### src/rtl/dk_motion_if.sv
// Sprite motion bus: VGA raster counters and run enable flow toward the
// controller; sprite placement, pose and barrel request flow back out.
interface dk_motion_if;
  logic [9:0] hcount;
  logic [9:0] vcount;
  logic       enable;
  logic [9:0] curr_h;
  logic [9:0] curr_v;
  logic       sprite_selec;
  logic       bounds_draw;
  logic       barrel_throw;
  logic       dir_left;

  modport master (
    output hcount, vcount, enable,
    input  curr_h, curr_v, sprite_selec, bounds_draw, barrel_throw, dir_left
  );

  modport slave (
    input  hcount, vcount, enable,
    output curr_h, curr_v, sprite_selec, bounds_draw, barrel_throw, dir_left
  );
endinterface

### src/rtl/dk_motion.sv
// Donkey Kong sprite motion controller. Once per video frame (on the raster
// tick) it walks the sprite right along its girder, pauses in a throw pose at
// the right end while requesting one barrel, then walks back left. All outputs
// are registered and only change on the clock after the tick, so the sprite
// never tears mid-frame.
module dk_motion #(
  parameter int X_MIN        = 64,
  parameter int X_MAX        = 512,
  parameter int Y_POS        = 40,
  parameter int STEP         = 2,
  parameter int ANIM_FRAMES  = 8,
  parameter int THROW_FRAMES = 30,
  parameter int TICK_H       = 0,
  parameter int TICK_V       = 480
) (
  input  logic       clk,
  input  logic       rst,
  dk_motion_if.slave bus
);

  // Position math is done one bit wider than the screen coordinate so the
  // right-edge comparison can never wrap.
  localparam logic [10:0] X_MIN_W    = 11'(X_MIN);
  localparam logic [10:0] X_MAX_W    = 11'(X_MAX);
  localparam logic [10:0] STEP_W     = 11'(STEP);
  localparam logic [9:0]  X_MIN_H    = 10'(X_MIN);
  localparam logic [9:0]  X_MAX_H    = 10'(X_MAX);
  localparam logic [9:0]  STEP_H     = 10'(STEP);
  localparam logic [9:0]  Y_POS_H    = 10'(Y_POS);
  localparam logic [9:0]  TICK_H_W   = 10'(TICK_H);
  localparam logic [9:0]  TICK_V_W   = 10'(TICK_V);
  localparam logic [7:0]  ANIM_LAST  = 8'(ANIM_FRAMES - 1);
  localparam logic [7:0]  THROW_LAST = 8'(THROW_FRAMES - 1);

  typedef enum logic [1:0] {
    IDLE   = 2'd0,
    WALK_R = 2'd1,
    THROW  = 2'd2,
    WALK_L = 2'd3
  } state_t;

  // One animation step: count walking frames and flip the pose each time the
  // count wraps. Result is {sprite_selec, anim_cnt}.
  function automatic logic [8:0] anim_step(input logic [7:0] cnt, input logic sel);
    logic [8:0] res;
    if (cnt == ANIM_LAST) begin
      res = {~sel, 8'd0};
    end else begin
      res = {sel, cnt + 8'd1};
    end
    return res;
  endfunction

  state_t      state_r;
  logic [9:0]  curr_h_r;
  logic [9:0]  curr_v_r;
  logic        sprite_selec_r;
  logic        bounds_draw_r;
  logic        barrel_throw_r;
  logic        dir_left_r;
  logic [7:0]  anim_cnt_r;
  logic [7:0]  throw_cnt_r;

  logic        tick_s;
  logic [10:0] h_ext_s;
  logic [10:0] h_inc_s;
  logic        at_right_s;
  logic        at_left_s;
  logic [8:0]  anim_cont_s;
  logic [8:0]  anim_entry_s;

  // Exactly one raster position per frame is the tick.
  assign tick_s       = (bus.hcount == TICK_H_W) && (bus.vcount == TICK_V_W);
  assign h_ext_s      = {1'b0, curr_h_r};
  assign h_inc_s      = h_ext_s + STEP_W;
  assign at_right_s   = (h_inc_s >= X_MAX_W);
  assign at_left_s    = (h_ext_s <= (X_MIN_W + STEP_W));
  // Continuing a walk advances from the current count; entering a walk
  // restarts from count 0 in the stand pose, and the entry tick itself counts.
  assign anim_cont_s  = anim_step(anim_cnt_r, sprite_selec_r);
  assign anim_entry_s = anim_step(8'd0, 1'b0);

  assign bus.curr_h       = curr_h_r;
  assign bus.curr_v       = curr_v_r;
  assign bus.sprite_selec = sprite_selec_r;
  assign bus.bounds_draw  = bounds_draw_r;
  assign bus.barrel_throw = barrel_throw_r;
  assign bus.dir_left     = dir_left_r;

  // Motion FSM: all state, position and pose updates happen on the frame tick.
  always_ff @(posedge clk or posedge rst) begin
    if (rst) begin
      state_r        <= IDLE;
      curr_h_r       <= X_MIN_H;
      curr_v_r       <= Y_POS_H;
      sprite_selec_r <= 1'b0;
      bounds_draw_r  <= 1'b0;
      barrel_throw_r <= 1'b0;
      dir_left_r     <= 1'b0;
      anim_cnt_r     <= 8'd0;
      throw_cnt_r    <= 8'd0;
    end else begin
      // The barrel request is a single-clock pulse.
      barrel_throw_r <= 1'b0;
      if (tick_s) begin
        if (!bus.enable) begin
          // Park in place; any throw in progress is dropped without a pulse.
          state_r        <= IDLE;
          sprite_selec_r <= 1'b0;
          bounds_draw_r  <= 1'b0;
          dir_left_r     <= 1'b0;
        end else begin
          bounds_draw_r <= 1'b1;
          case (state_r)
            IDLE, WALK_R: begin
              dir_left_r <= 1'b0;
              if (at_right_s) begin
                curr_h_r       <= X_MAX_H;
                state_r        <= THROW;
                throw_cnt_r    <= 8'd0;
                sprite_selec_r <= 1'b1;
                barrel_throw_r <= 1'b1;
              end else begin
                curr_h_r <= h_inc_s[9:0];
                state_r  <= WALK_R;
                if (state_r == IDLE) begin
                  {sprite_selec_r, anim_cnt_r} <= anim_entry_s;
                end else begin
                  {sprite_selec_r, anim_cnt_r} <= anim_cont_s;
                end
              end
            end
            THROW: begin
              if (throw_cnt_r == THROW_LAST) begin
                state_r                      <= WALK_L;
                dir_left_r                   <= 1'b1;
                {sprite_selec_r, anim_cnt_r} <= anim_entry_s;
              end else begin
                throw_cnt_r    <= throw_cnt_r + 8'd1;
                sprite_selec_r <= 1'b1;
              end
            end
            WALK_L: begin
              if (at_left_s) begin
                curr_h_r                     <= X_MIN_H;
                state_r                      <= WALK_R;
                dir_left_r                   <= 1'b0;
                {sprite_selec_r, anim_cnt_r} <= anim_entry_s;
              end else begin
                curr_h_r                     <= curr_h_r - STEP_H;
                dir_left_r                   <= 1'b1;
                {sprite_selec_r, anim_cnt_r} <= anim_cont_s;
              end
            end
            default: begin
              state_r        <= IDLE;
              sprite_selec_r <= 1'b0;
              bounds_draw_r  <= 1'b0;
              dir_left_r     <= 1'b0;
            end
          endcase
        end
      end
    end
  end

endmodule

### src/flat_wrapper.sv
// flat-port wrapper written by rule: the top's interface ports become plain ports
module dk_motion_flat 
#(
  parameter int X_MIN        = 64,
  parameter int X_MAX        = 512,
  parameter int Y_POS        = 40,
  parameter int STEP         = 2,
  parameter int ANIM_FRAMES  = 8,
  parameter int THROW_FRAMES = 30,
  parameter int TICK_H       = 0,
  parameter int TICK_V       = 480
)
  (clk, rst, bus_hcount, bus_vcount, bus_enable, bus_curr_h, bus_curr_v, bus_sprite_selec, bus_bounds_draw, bus_barrel_throw, bus_dir_left);
  dk_motion_if bus_i ();
  input  logic clk;
  input  logic rst;
  input wire logic [$bits(bus_i.hcount)-1:0] bus_hcount;
  input wire logic [$bits(bus_i.vcount)-1:0] bus_vcount;
  input wire logic [$bits(bus_i.enable)-1:0] bus_enable;
  output wire logic [$bits(bus_i.curr_h)-1:0] bus_curr_h;
  output wire logic [$bits(bus_i.curr_v)-1:0] bus_curr_v;
  output wire logic [$bits(bus_i.sprite_selec)-1:0] bus_sprite_selec;
  output wire logic [$bits(bus_i.bounds_draw)-1:0] bus_bounds_draw;
  output wire logic [$bits(bus_i.barrel_throw)-1:0] bus_barrel_throw;
  output wire logic [$bits(bus_i.dir_left)-1:0] bus_dir_left;
  assign bus_i.hcount = bus_hcount;
  assign bus_i.vcount = bus_vcount;
  assign bus_i.enable = bus_enable;
  assign bus_curr_h = bus_i.curr_h;
  assign bus_curr_v = bus_i.curr_v;
  assign bus_sprite_selec = bus_i.sprite_selec;
  assign bus_bounds_draw = bus_i.bounds_draw;
  assign bus_barrel_throw = bus_i.barrel_throw;
  assign bus_dir_left = bus_i.dir_left;
  dk_motion #(.X_MIN(X_MIN), .X_MAX(X_MAX), .Y_POS(Y_POS), .STEP(STEP), .ANIM_FRAMES(ANIM_FRAMES), .THROW_FRAMES(THROW_FRAMES), .TICK_H(TICK_H), .TICK_V(TICK_V)) u_core (.clk(clk), .rst(rst), .bus(bus_i));
endmodule
### config.mk
export PLATFORM = sky130hd
export DESIGN_NAME = dk_motion_flat
export DESIGN_NICKNAME = d
export VERILOG_FILES = /design/src/rtl/dk_motion_if.sv /design/src/rtl/dk_motion.sv /design/src/flat_wrapper.sv
export SDC_FILE = /design/constraint.sdc
export NUM_CORES = 1
export LEC_CHECK = 0
export ABC_AREA = 1
export BUFFER_PORTS_ARGS = -buffer_cell sky130_fd_sc_hd__buf_2
export CORE_ASPECT_RATIO = 0.5
export CORE_MARGIN = 1
export CORE_UTILIZATION = 32
export CTS_CLUSTER_DIAMETER = 40
export DETAILED_ROUTE_END_ITERATION = 8
export GPL_TIMING_DRIVEN = 0
export PLACE_DENSITY = 0.5
export SLEW_MARGIN = 5
export SYNTH_ARGS = -nofsm -noshare
export SYNTH_HDL_FRONTEND = slang
export SYNTH_SLANG_ARGS = --single-unit
### constraint.sdc
create_clock -name clk -period 1.57 [get_ports clk]
set_input_delay 0.314 -clock clk [delete_from_list [all_inputs] [get_ports clk]]
set_output_delay 0.314 -clock clk [all_outputs]
set_load 0.01 [all_outputs]
After elaboration in Yosys (flattened, before gate mapping)
Cells that the tools add are included.

Add/subtract/negate cells: 4. Order comparisons: 2. Equal/unequal tests: 12. Multiplexer cells: 32. Bitwise operators: 1. Reductions and logical operators: 11.

Operator list (number): two-way mux 8 bit (6); one-hot mux 8 bit (3 select lines) (1); two-way mux 10 bit (2); one-hot mux 10 bit (2 select lines) (1); adder 8 x 1 -> 8 bit, second input constant (2); one-hot mux 8 bit (2 select lines) (1); two-way mux 1 bit (13); adder 10 x 2 -> 11 bit, second input constant (1); greater-or-equal comparator 11 x 10 -> 1 bit, second input constant (1); == test 10 x 9 -> 1 bit, second input constant (1); less-or-equal comparator 10 x 7 -> 1 bit, second input constant (1); zero test 10 bit (1); subtractor 10 x 2 -> 10 bit, second input constant (1); two-way mux 9 bit (1); == test 8 x 3 -> 1 bit, second input constant (1); == test 8 x 5 -> 1 bit, second input constant (1); two-way mux 2 bit (4); != test 3 x 2 -> 1 bit, second input constant (2); one-hot mux 1 bit (3 select lines) (2); one-hot mux 2 bit (3 select lines) (1); AND reduction 3 bit (2); AND reduction 5 bit (1); == test 2 bit, second input constant (2); != test 2 x 1 -> 1 bit, second input constant (2); other kinds (9) (11).

Flip-flop bits (word level): 32. Output and inout bits: 24.

Depth between registers and ports, before layout
Gate-level depths: netlist of run 1.

Depth after elaboration: 6. Depth in mapped cells: 11. Gate-level depth less buffers: 11.

Worst setup path after synthesis of run 1
OpenSTA, ideal clock, no wires.

Kind: register -> register. Start point: register u_core.curr_h_r[1] (netlist: u_core.bus.curr_h[1]). End point: register u_core.anim_cnt_r[0]. Setup time: 117 ps. Data arrival time: 1439 ps. Setup slack: 14 ps. Stages on the path, launching flop included: 11. Clock period less this slack: 1556 ps. Path through: dfrtp_1 ha_1 nand2_2 nor2_4 nand2_1 nand2_2 nand3_4 nand2_4 nand3_1 nand2_1 nand2_1.

Cells in the longest elaborated chain, start to end: 4.

Ends and longest elaborated chain: from (decl) (line dk_motion.sv:55) `logic [9:0] curr_h_r;`; from (signal assigned) (line dk_motion.sv:124) `curr_h_r <= h_inc_s[9:0];`; from (signal assigned) (line dk_motion.sv:150) `curr_h_r <= curr_h_r - STEP_H;`; adder 10 x 2 -> 11 bit (line dk_motion.sv:75) `assign h_inc_s = h_ext_s + STEP_W;`; greater-or-equal comparator 11 x 10 -> 1 bit (line dk_motion.sv:76) `assign at_right_s = (h_inc_s >= X_MAX_W);`; != test 2 bit (no line); AND reduction 4 bit (no line); to (signal assigned) (line dk_motion.sv:127) `{sprite_selec_r, anim_cnt_r} <= anim_entry_s;`; to (signal assigned) (line dk_motion.sv:129) `{sprite_selec_r, anim_cnt_r} <= anim_cont_s;`; to (signal assigned) (line dk_motion.sv:137) `{sprite_selec_r, anim_cnt_r} <= anim_entry_s;`; to (decl) (line dk_motion.sv:61) `logic [7:0] anim_cnt_r;`.

Parallel ways exist; a longest one is shown, timed or not. A chain may end at the register's enable or synchronous reset.

Worst setup path in the final report of run 1
Start point: register u_core.throw_cnt_r[1]. End point: register u_core.anim_cnt_r[5].

Cells in the longest elaborated chain, start to end: 3.

Ends and longest elaborated chain: from (decl) (line dk_motion.sv:62) `logic [7:0] throw_cnt_r;`; from (signal assigned) (line dk_motion.sv:139) `throw_cnt_r <= throw_cnt_r + 8'd1;`; == test 8 x 5 -> 1 bit (line dk_motion.sv:134) `if (throw_cnt_r == THROW_LAST) begin`; != test 2 x 1 -> 1 bit (no line); AND reduction 4 bit (no line); to (signal assigned) (line dk_motion.sv:129); to (signal assigned) (line dk_motion.sv:137); to (signal assigned) (line dk_motion.sv:148) `{sprite_selec_r, anim_cnt_r} <= anim_entry_s;`.

Every way passes these cells.

==> results summary, run 1 <==
The post-synthesis to final-layout area growth came out at 34.3%. The first TritonRoute pass finished after 4 iterations. The post-synthesis register bit count is 31. The final critical-path setup slack is -0.0412 ns. The worst hold margin came out at 0.136 ns. Once placement finished, the instance area stood at 2950 um^2. Counting tap cells, the placed design contains a total of roughly 560 instances. The largest net degree at the start of global routing came out at 32. For this design the ratio of total power to cell area is 557 nW/um^2. The end of the worst register-to-register path is u_core.anim_cnt_r[5]. The all-layer global routing usage is 0.181. The clock buffer count from CTS is 5. Across the run, the number of max-cap violations was 0.

The fraction of post-synthesis cell area in the top cell type by area came out at 0.288. The leakage dissipation is 1.79 nW. The part of the total power dissipated in combinational logic came out at 0.053.

The critical path arrival came out at 1.83 ns. The detailed-placement wirelength estimate is 4800 um. The measured slew at the worst slew-check pin is 0.690 ns. The final wirelength came out at 6790 um. The detail route stage leaves a number of antenna-violating nets equal to 0. The number of diodes added for antenna fixing is 0. After detailed routing, the number of remaining DRC violations is 0. The number of antenna violations at the first check in global routing came out at 0. The number of non-filler instances in the completed layout came out at 583. Measured in cells, the most critical reg-to-reg path has a length of 10. The number of top-level pins is 47. The worst register-to-register path has a setup slack of -0.04 ns. The share of the clock period used by the worst path after layout is 1.03. Using the TritonRoute via totals, the vias-per-cell ratio works out to approximately 4.4. Leaving out fill and tap cells, the most frequent cell in the layout is sky130_fd_sc_hd__nand2_1.

The biggest area contributor in the post-synthesis netlist is sky130_fd_sc_hd__dfrtp_1. The worst setup path is launched from a flip-flop. The buffer levels on the longest clock path is 2. Port buffering added 34 buffers.

The number of violations reported at the end of detailed-routing iteration 0 came out at 105. The fraction of the yosys area taken by sequential cells is 0.298. The total via count in the routed design is 2580. Row generation in the floorplan step produced 22 rows. The top fanout value on the critical path came out at 8. The internal power is 0.00152 W. The path type of the worst setup path is flip-flop to flip-flop.

The core footprint came out at 7600 um^2. The average wire per standard cell is 11.6 um. The final reports fail on setup timing. The share of total power dissipated in sequential elements is 0.410. The worst path in the final design needs a cycle of 1.61 ns, including I/O delays and setup. The max-slew headroom at the worst pin came out at 0.540. The proportion of power drawn by the clock network came out at 0.538. The post-synthesis instance area came out at 2610 um^2. The run finished, with violations left. The height of the die came out at roughly 66 um. The setup total negative slack came out at -0.405 ns. The total of endpoints with negative setup slack in the final report is 17.

In the layout the commonest cells are sky130_fd_sc_hd__nand2_1 (135), sky130_fd_sc_hd__nor2_1 (45), sky130_fd_sc_hd__inv_1 (35), sky130_fd_sc_hd__buf_2 (34), sky130_fd_sc_hd__nand3_1 (33). The count of final max-slew check failures is 0. The switching share of power is 0.221. In the final layout, the share of cells above drive strength 1 is 0.314. The cell at the root of the clock tree is sky130_fd_sc_hd__clkbuf_16. The synthesized netlist contains 33 unique library cells. The H-tree depth came out at 2. The final weighted congestion in routability-driven placement is 0.791.

The total global routing overflow is 0. The data required time of the critical path came out at 1.79 ns. The synthesized area divided by synthesized cell count is 6.44 um^2. The maximum achievable frequency is 621 MHz. The finished cells cover 3500 um^2.

The number of global-route vias before repair is between 2000 and 3000. The final-report hold violation count was 0. The post-synthesis instance total is about 410. Sorting the synthesized cells by area gives the leading types as sky130_fd_sc_hd__dfrtp_1 (29%), sky130_fd_sc_hd__nand2_1 (21%), sky130_fd_sc_hd__nand3_1 (8.3%). The fill cell total of the finished layout came out at 791. The initial utilization of the core area, before any placement, comes to 0.343.

The startpoint of the worst register-to-register path is u_core.throw_cnt_r[1]. The global-route wire length before repair came out at 11800 um. The Yosys step of the flow raised 10 warnings. Summed over all nets, the switching power comes to 0.000432 W. The worst setup path is captured at a flip-flop.

The clock-pin slew on the worst setup and hold paths is 0.06 ns. TritonCTS built the clock tree. Setup repair after global routing could not meet its margin everywhere.

The total die area came out at 8540 um^2. The floorplan step set the die width to 130 um. The count of nets after finishing is 503. The min-delay analysis places its worst path in the category input pin to async pin.

The clock net sink count is 31. The worst voltage drop across the vdd grid came out at around 0.37 mV. The worst setup skew after layout came out at approximately 0.007 ns. Clock latency on the worst-skew pair, taken at its later pin, is around 0.28 ns.
[repair_timing]
action,in CTS,in global routing
buffers inserted,15,5
pin swaps,15,20
hold buffers,0,0
hold endpoints to repair,0,0
gates resized for setup,26,46
endpoints found under the setup margin,30,31
[logic make-up (layout without fill, tap and decap cells)]
logic type | after synthesis | after routing | synth area share
flops | 31 | 31 | 0.298
buf+inv | 62 | 122 | 0.110
other cells | 1 | 11 | 0.00144
simple gates | 277 | 277 | 0.476
fa+ha+maj | 6 | 6 | 0.0288
xor+xnor | 18 | 18 | 0.0605
compound gates | 10 | 10 | 0.0254
[layout make-up]
class | count | area, um^2 | area share
buffer | 17 | 120 | 0.0343
clock buffer | 8 | 156 | 0.0447
inverter | 44 | 180 | 0.0515
multi-input combinational | 322 | 1790 | 0.513
sequential | 31 | 783 | 0.224
tap | 108 | 135 | 0.0386
timing repair buffer | 53 | 332 | 0.0947
[synth_stat cells]
master                     count
sky130_fd_sc_hd__nor2_2        4
sky130_fd_sc_hd__or2_0         2
sky130_fd_sc_hd__o21ai_1       2
sky130_fd_sc_hd__a21oi_1       2
sky130_fd_sc_hd__a21oi_4       1
sky130_fd_sc_hd__inv_2         5
sky130_fd_sc_hd__nor2_4        2
sky130_fd_sc_hd__nand4_2       1
sky130_fd_sc_hd__nand2_2       6
sky130_fd_sc_hd__xor2_1       15
sky130_fd_sc_hd__nor2_8        1
sky130_fd_sc_hd__inv_1        38
sky130_fd_sc_hd__nand2_1     147
sky130_fd_sc_hd__nand3_4       2
sky130_fd_sc_hd__dfstp_2       1
sky130_fd_sc_hd__nor3_1        1
sky130_fd_sc_hd__nor3_2        1
sky130_fd_sc_hd__or2_2         1
sky130_fd_sc_hd__ha_1          6
sky130_fd_sc_hd__o211ai_1      2
sky130_fd_sc_hd__buf_4        14
sky130_fd_sc_hd__nor2_1       55
sky130_fd_sc_hd__clkinv_1      1
sky130_fd_sc_hd__o21ai_0       3
sky130_fd_sc_hd__buf_2         2
sky130_fd_sc_hd__clkbuf_1      2
sky130_fd_sc_hd__nor3b_1       1
sky130_fd_sc_hd__conb_1        1
sky130_fd_sc_hd__xnor2_1       3
sky130_fd_sc_hd__dfrtp_1      30
sky130_fd_sc_hd__nand4_1       8
sky130_fd_sc_hd__nand3_1      43
sky130_fd_sc_hd__nand2_4       2
[power by group through the flow]
stage / sequential (W) / combinational [W] / clock (W)
6_report: 0.000800 / 0.000103 / 0.00105
3_5_place_dp: 0.000814 / 0.000103 / 0
4_1_cts: 0.000799 / 0.000104 / 0.00107
2_1_floorplan: 0.000814 / 0.0000657 / 0
5_1_grt: 0.000799 / 0.000120 / 0.00110
3_3_place_gp: 0.000814 / 0.000104 / 0
[state kept, by name (all words and copies together), names as in the netlist]
register and count:
u_core.bus.bounds_draw 1, u_core.bus.curr_h 9, u_core.state_r 2, u_core.bus.barrel_throw 1, u_core.throw_cnt_r 8, u_core.bus.dir_left 1
u_core.bus.sprite_selec 1, u_core.anim_cnt_r 8
[stage by stage]
step	power (W)	setup WS, ns	util
floorplan	0.000879	0.0145	-
global placement	0.000917	-0.246	0.388
detailed placement	0.000917	-0.269	0.388
CTS	0.00197	-0.0711	0.437
global route	0.00202	-0.153	0.461
finish	0.00195	-0.0412	0.461
[how the worst max path moves through the flow]
stage	to	start	slack (ns)
after floorplan	u_core.anim_cnt_r[0]	u_core.bus.curr_h[1]	0.01
after global placement	u_core.throw_cnt_r[3]	u_core.bus.curr_h[1]	-0.25
after detailed placement	u_core.throw_cnt_r[7]	u_core.bus.curr_h[1]	-0.27
after CTS	u_core.anim_cnt_r[5]	u_core.bus.curr_h[2]	-0.07
after global routing	u_core.throw_cnt_r[1]	u_core.bus.curr_h[6]	-0.15
final	u_core.anim_cnt_r[5]	u_core.throw_cnt_r[1]	-0.04
[critical path, stage by stage (launching register included)]
cell	delay (ns)
sky130_fd_sc_hd__dfrtp_1	0.41
sky130_fd_sc_hd__inv_1	0.07
sky130_fd_sc_hd__ha_2	0.16
sky130_fd_sc_hd__nand3_2	0.07
sky130_fd_sc_hd__nor3_4	0.24
sky130_fd_sc_hd__nor2_2	0.09
sky130_fd_sc_hd__inv_2	0.13
sky130_fd_sc_hd__nand2_4	0.08
sky130_fd_sc_hd__nor2_8	0.16
sky130_fd_sc_hd__nand2_1	0.07
sky130_fd_sc_hd__nand2_1	0.06
[layer usage]
metal | track usage | part of all wire
met5 | 0 | 0
met4 | 0.0480 | 0.011
met3 | 0.0388 | 0.041
met2 | 0.296 | 0.43
met1 | 0.242 | 0.52
Power figures use the tool's default switching activity.
==> inputs of run 2 (changes only) <==
--- a/config.mk
+++ b/config.mk
@@ -7,5 +7,5 @@
 export LEC_CHECK = 0
 export ABC_AREA = 1
-export BUFFER_PORTS_ARGS = -buffer_cell sky130_fd_sc_hd__buf_2
+export BUFFER_PORTS_ARGS = -buffer_cell sky130_fd_sc_hd__clkbuf_2
 export CORE_ASPECT_RATIO = 0.5
 export CORE_MARGIN = 1
==> constraint.sdc (replaced) <==
create_clock -name clk -period 1.57 [get_ports clk]
set_input_delay 0.157 -clock clk [delete_from_list [all_inputs] [get_ports clk]]
set_output_delay 0.157 -clock clk [all_outputs]
set_load 0.01 [all_outputs]
==> run 2 against run 1 <==
  * Largest cell class unchanged
  * Combinational power about the same
  * Final area decreased by 2.2%
  * Critical path depth unchanged
  * Cell count decreased by 0.34%
  * Hold slack got worse by 0.18 ns
  * Register-to-register slack got worse by 0.07 ns
  * Largest power group unchanged
  * Clock power about the same
  * Count of clock-buffer cells in the layout unchanged
  * Via count increased by 0.19%
  * Power about the same
  * The flow finishes with violations (hold timing, setup timing)
  * Non-clock buffer count decreased by 2
==> results summary, run 2 (synthesis gave the netlist of run 1 again) <==
The number of antenna violations at the first check in global routing is 0 (unchanged). The H-tree depth came out at 2 (unchanged). The total via count in the routed design is 2585 (+0.19%). The DRC violation count after routing came to 0 (unchanged).

The starting density of the core is 0.343 (unchanged). The core footprint is 7600 um^2 (unchanged). The latest clock arrival within the worst-skew pair is 0.28 ns (about the same). The detailed-placement wirelength estimate is 4820 um (+0.42%). Setup repair after global routing could not meet its margin everywhere. The final-report hold violation count came out at 30 (+30). TritonCTS built the clock tree. The critical path depth came out at 10 (unchanged).

The total of endpoints with negative setup slack in the final report came out at 18 (+1). The kind of path behind the tightest hold check is input pin to async pin. The number of core rows came out at 22 (unchanged). met2 is the most crowded layer. The slowest stage cell on the critical path is sky130_fd_sc_hd__dfrtp_2. The count of nets left with antenna violations after detail routing is 0 (unchanged). The largest net degree at the start of global routing came out at 32 (unchanged). The setup path with the least slack is of type flip-flop to flip-flop.

The cell sitting at the root of the clock tree is a sky130_fd_sc_hd__clkbuf_16. The count of final max-slew check failures was 0 (unchanged). The number of global-route vias before repair came to 2394 (-5.5%). The final weighted congestion in routability-driven placement is 0.791 (about the same). Counting stages on the worst path, the most repeated cell is sky130_fd_sc_hd__nand2_1. The layout cell share with drive strength beyond 1 is 0.285 (-0.0283). The cell class contributing the biggest share of worst-path delay is simple AND/OR/NAND/NOR gates. The total global routing overflow was 0 (unchanged). The post-synthesis to final-layout area growth came out at 31.3%.

The all-layer global routing usage is 0.175 (-0.00580). The signal on the critical path passes through ha_4 > nand2_4 > nor2_4 > nand2_1 > nand2_2 > buf_4 > nand4_1 > nand4_4 > nand2_1 > nand2_1. The worst reg2reg path depth came to 10 (unchanged). The height of the die is 65.8 um (unchanged).

The data required time of the critical path is 1.74 ns (-0.05 ns). The port buffer count was 34 (unchanged). The combined buffer and inverter count along the critical path came out at 1 (-1).

The critical path arrival is 1.86 ns (+0.03 ns). The worst voltage drop across the vdd grid came out at 0.365 mV (-2.4%). The pre-CTS worst setup slack came out at -0.280 ns (-0.0119 ns).

The count of hold buffers inserted by post-cts repair is 0 (unchanged). The cell area power density came out at 570 nW/um^2 (+2.3%). The share of the clock period used by the worst path after layout is 1.07 (+0.0465). STA classifies the critical path startpoint as a flip-flop. The library cell used most frequently in the layout, excluding fill and tap cells, is sky130_fd_sc_hd__nand2_1. The number of non-filler instances in the completed layout came to 581 (-0.34%).

The clock buffer count from CTS came out at 5 (unchanged). The number of diodes added for antenna fixing came to 0 (unchanged). The number of flip-flops in the largest register came to 9 (unchanged). The maximum achievable frequency is 594 MHz (-4.3%). The total die area is 8540 um^2 (unchanged). The die width was 130 um (unchanged). The final critical-path setup slack came out at -0.114 ns (-0.0730 ns). The worst hold margin is -0.0404 ns (-0.176 ns). The largest stage delay on the critical path came out at 0.45 ns (+0.04 ns). The final critical delay including setup and external delays came out at 1.68 ns (+0.0730 ns). The number of top-level pins came out at 47 (unchanged).

The average via count per standard cell came out at 4.45 (+0.54%). The clock-pin slew on the worst setup and hold paths came out at 0.05 ns (about the same). The worst setup path is captured at a flip-flop.

The detailed-router iteration count before antenna repair is 4 (unchanged). The measured slew at the worst slew-check pin came out at 0.692 ns (+0.00266 ns). The count of nets after finishing came out at 501 (-0.40%). The buffer levels on the longest clock path is 2 (unchanged). In the layout the commonest cells are sky130_fd_sc_hd__nand2_1 (137), sky130_fd_sc_hd__nor2_1 (50), sky130_fd_sc_hd__inv_1 (36), sky130_fd_sc_hd__clkbuf_2 (34), sky130_fd_sc_hd__nand3_1 (33). The count of placed standard cells including taps came out at 557 (unchanged). The met3 demand-to-capacity share in global routing was 0.0388 (unchanged). The checks that failed: hold timing, setup timing. The max-slew headroom at the worst pin came out at 0.538 (-0.00178). The number of violations reported at the end of detailed-routing iteration 0 came out at 142 (+35%).

The global-route wire length before repair is 11300 um (-4.8%). The top fanout value on the critical path came out at 8 (unchanged). The met1 track demand over resource in global routing came out at 0.238 (-0.00440). The number of max-cap violations came to 0 (unchanged).

The final core utilization is 0.451 (-0.0100). The worst setup skew after layout is 0.00467 ns (-0.00219 ns). The average wire per standard cell came out at 11.5 um (-1.3%).

The run finished, with violations left. The routing usage on met2 came out at 0.277 (-0.0194). The final wirelength is 6680 um (-1.7%). The leakage dissipation came to 1.76 nW (-1.7%).

The clock net sink count is 31 (unchanged).
-- run 2: changes by cell type in the layout (fill, tap and decap cells not counted), sizes merged --
cell      change
clkbuf       +34
clkinvlp      -1
inv           +1
buf          -36
-- run 2: path summary, 6_finish.rpt --
kind	endpoint	slack, ns	start
max in group asynchronous	u_core.bus.curr_h[4]	1.11	rst
max	u_core.throw_cnt_r[0]	-0.11	u_core.bus.curr_h[1]
max reg2reg	u_core.throw_cnt_r[0]	-0.11	u_core.bus.curr_h[1]
min reg2reg	u_core.bus.bounds_draw	0.47	u_core.bus.bounds_draw
min in group clk	u_core.bus.bounds_draw	0.30	bus_vcount[4]
min	u_core.throw_cnt_r[7]	-0.04	rst
-- run 2: timing repair --
| action | 4_1_cts | 5_1_grt |
|---|---|---|
| pin swaps | 10 | 18 |
| setup buffers | 11 | 6 |
| cloned | 0 | 0 |
| endpoints found under the setup margin | 30 | 30 |
| resized for setup | 15 | 39 |
-- run 2: area by class of cell --
class	instances	area [um^2]
plain buffers	17	120
clock buffers	8	156
fillers	825	4170
inverters	44	174
multi-input cells	322	1760
flip-flops and latches	31	782
well taps	108	135
repair buffers	51	302
-- run 2: per-layer routing --
| metal | wire length (um) | vias up |
|---|---|---|
| li1 | - | 1375 |
| met4 | 86 | 0 |
| met2 | 2870 | 40 |
| met5 | 0 | - |
| met1 | 3430 | 1163 |
| met3 | 296 | 7 |
-- run 2: where the power goes --
group          switching [W]  internal [W]
Sequential     0.00000000878      0.000800
Combinational      0.0000581     0.0000450
Clock               0.000375      0.000675
-- run 2: stage by stage --
| step | cell area [um^2] | power (W) | setup TNS (ns) |
|---|---|---|---|
| finish | 3420 | 0.00195 | -1.49 |
| global route | 3420 | 0.00203 | -3.88 |
| CTS | 3240 | 0.00198 | -1.31 |
| detailed placement | 2950 | 0.000917 | -6.08 |
| global placement | 2950 | 0.000917 | -5.46 |
| floorplan | 2650 | 0.000879 | 0 |
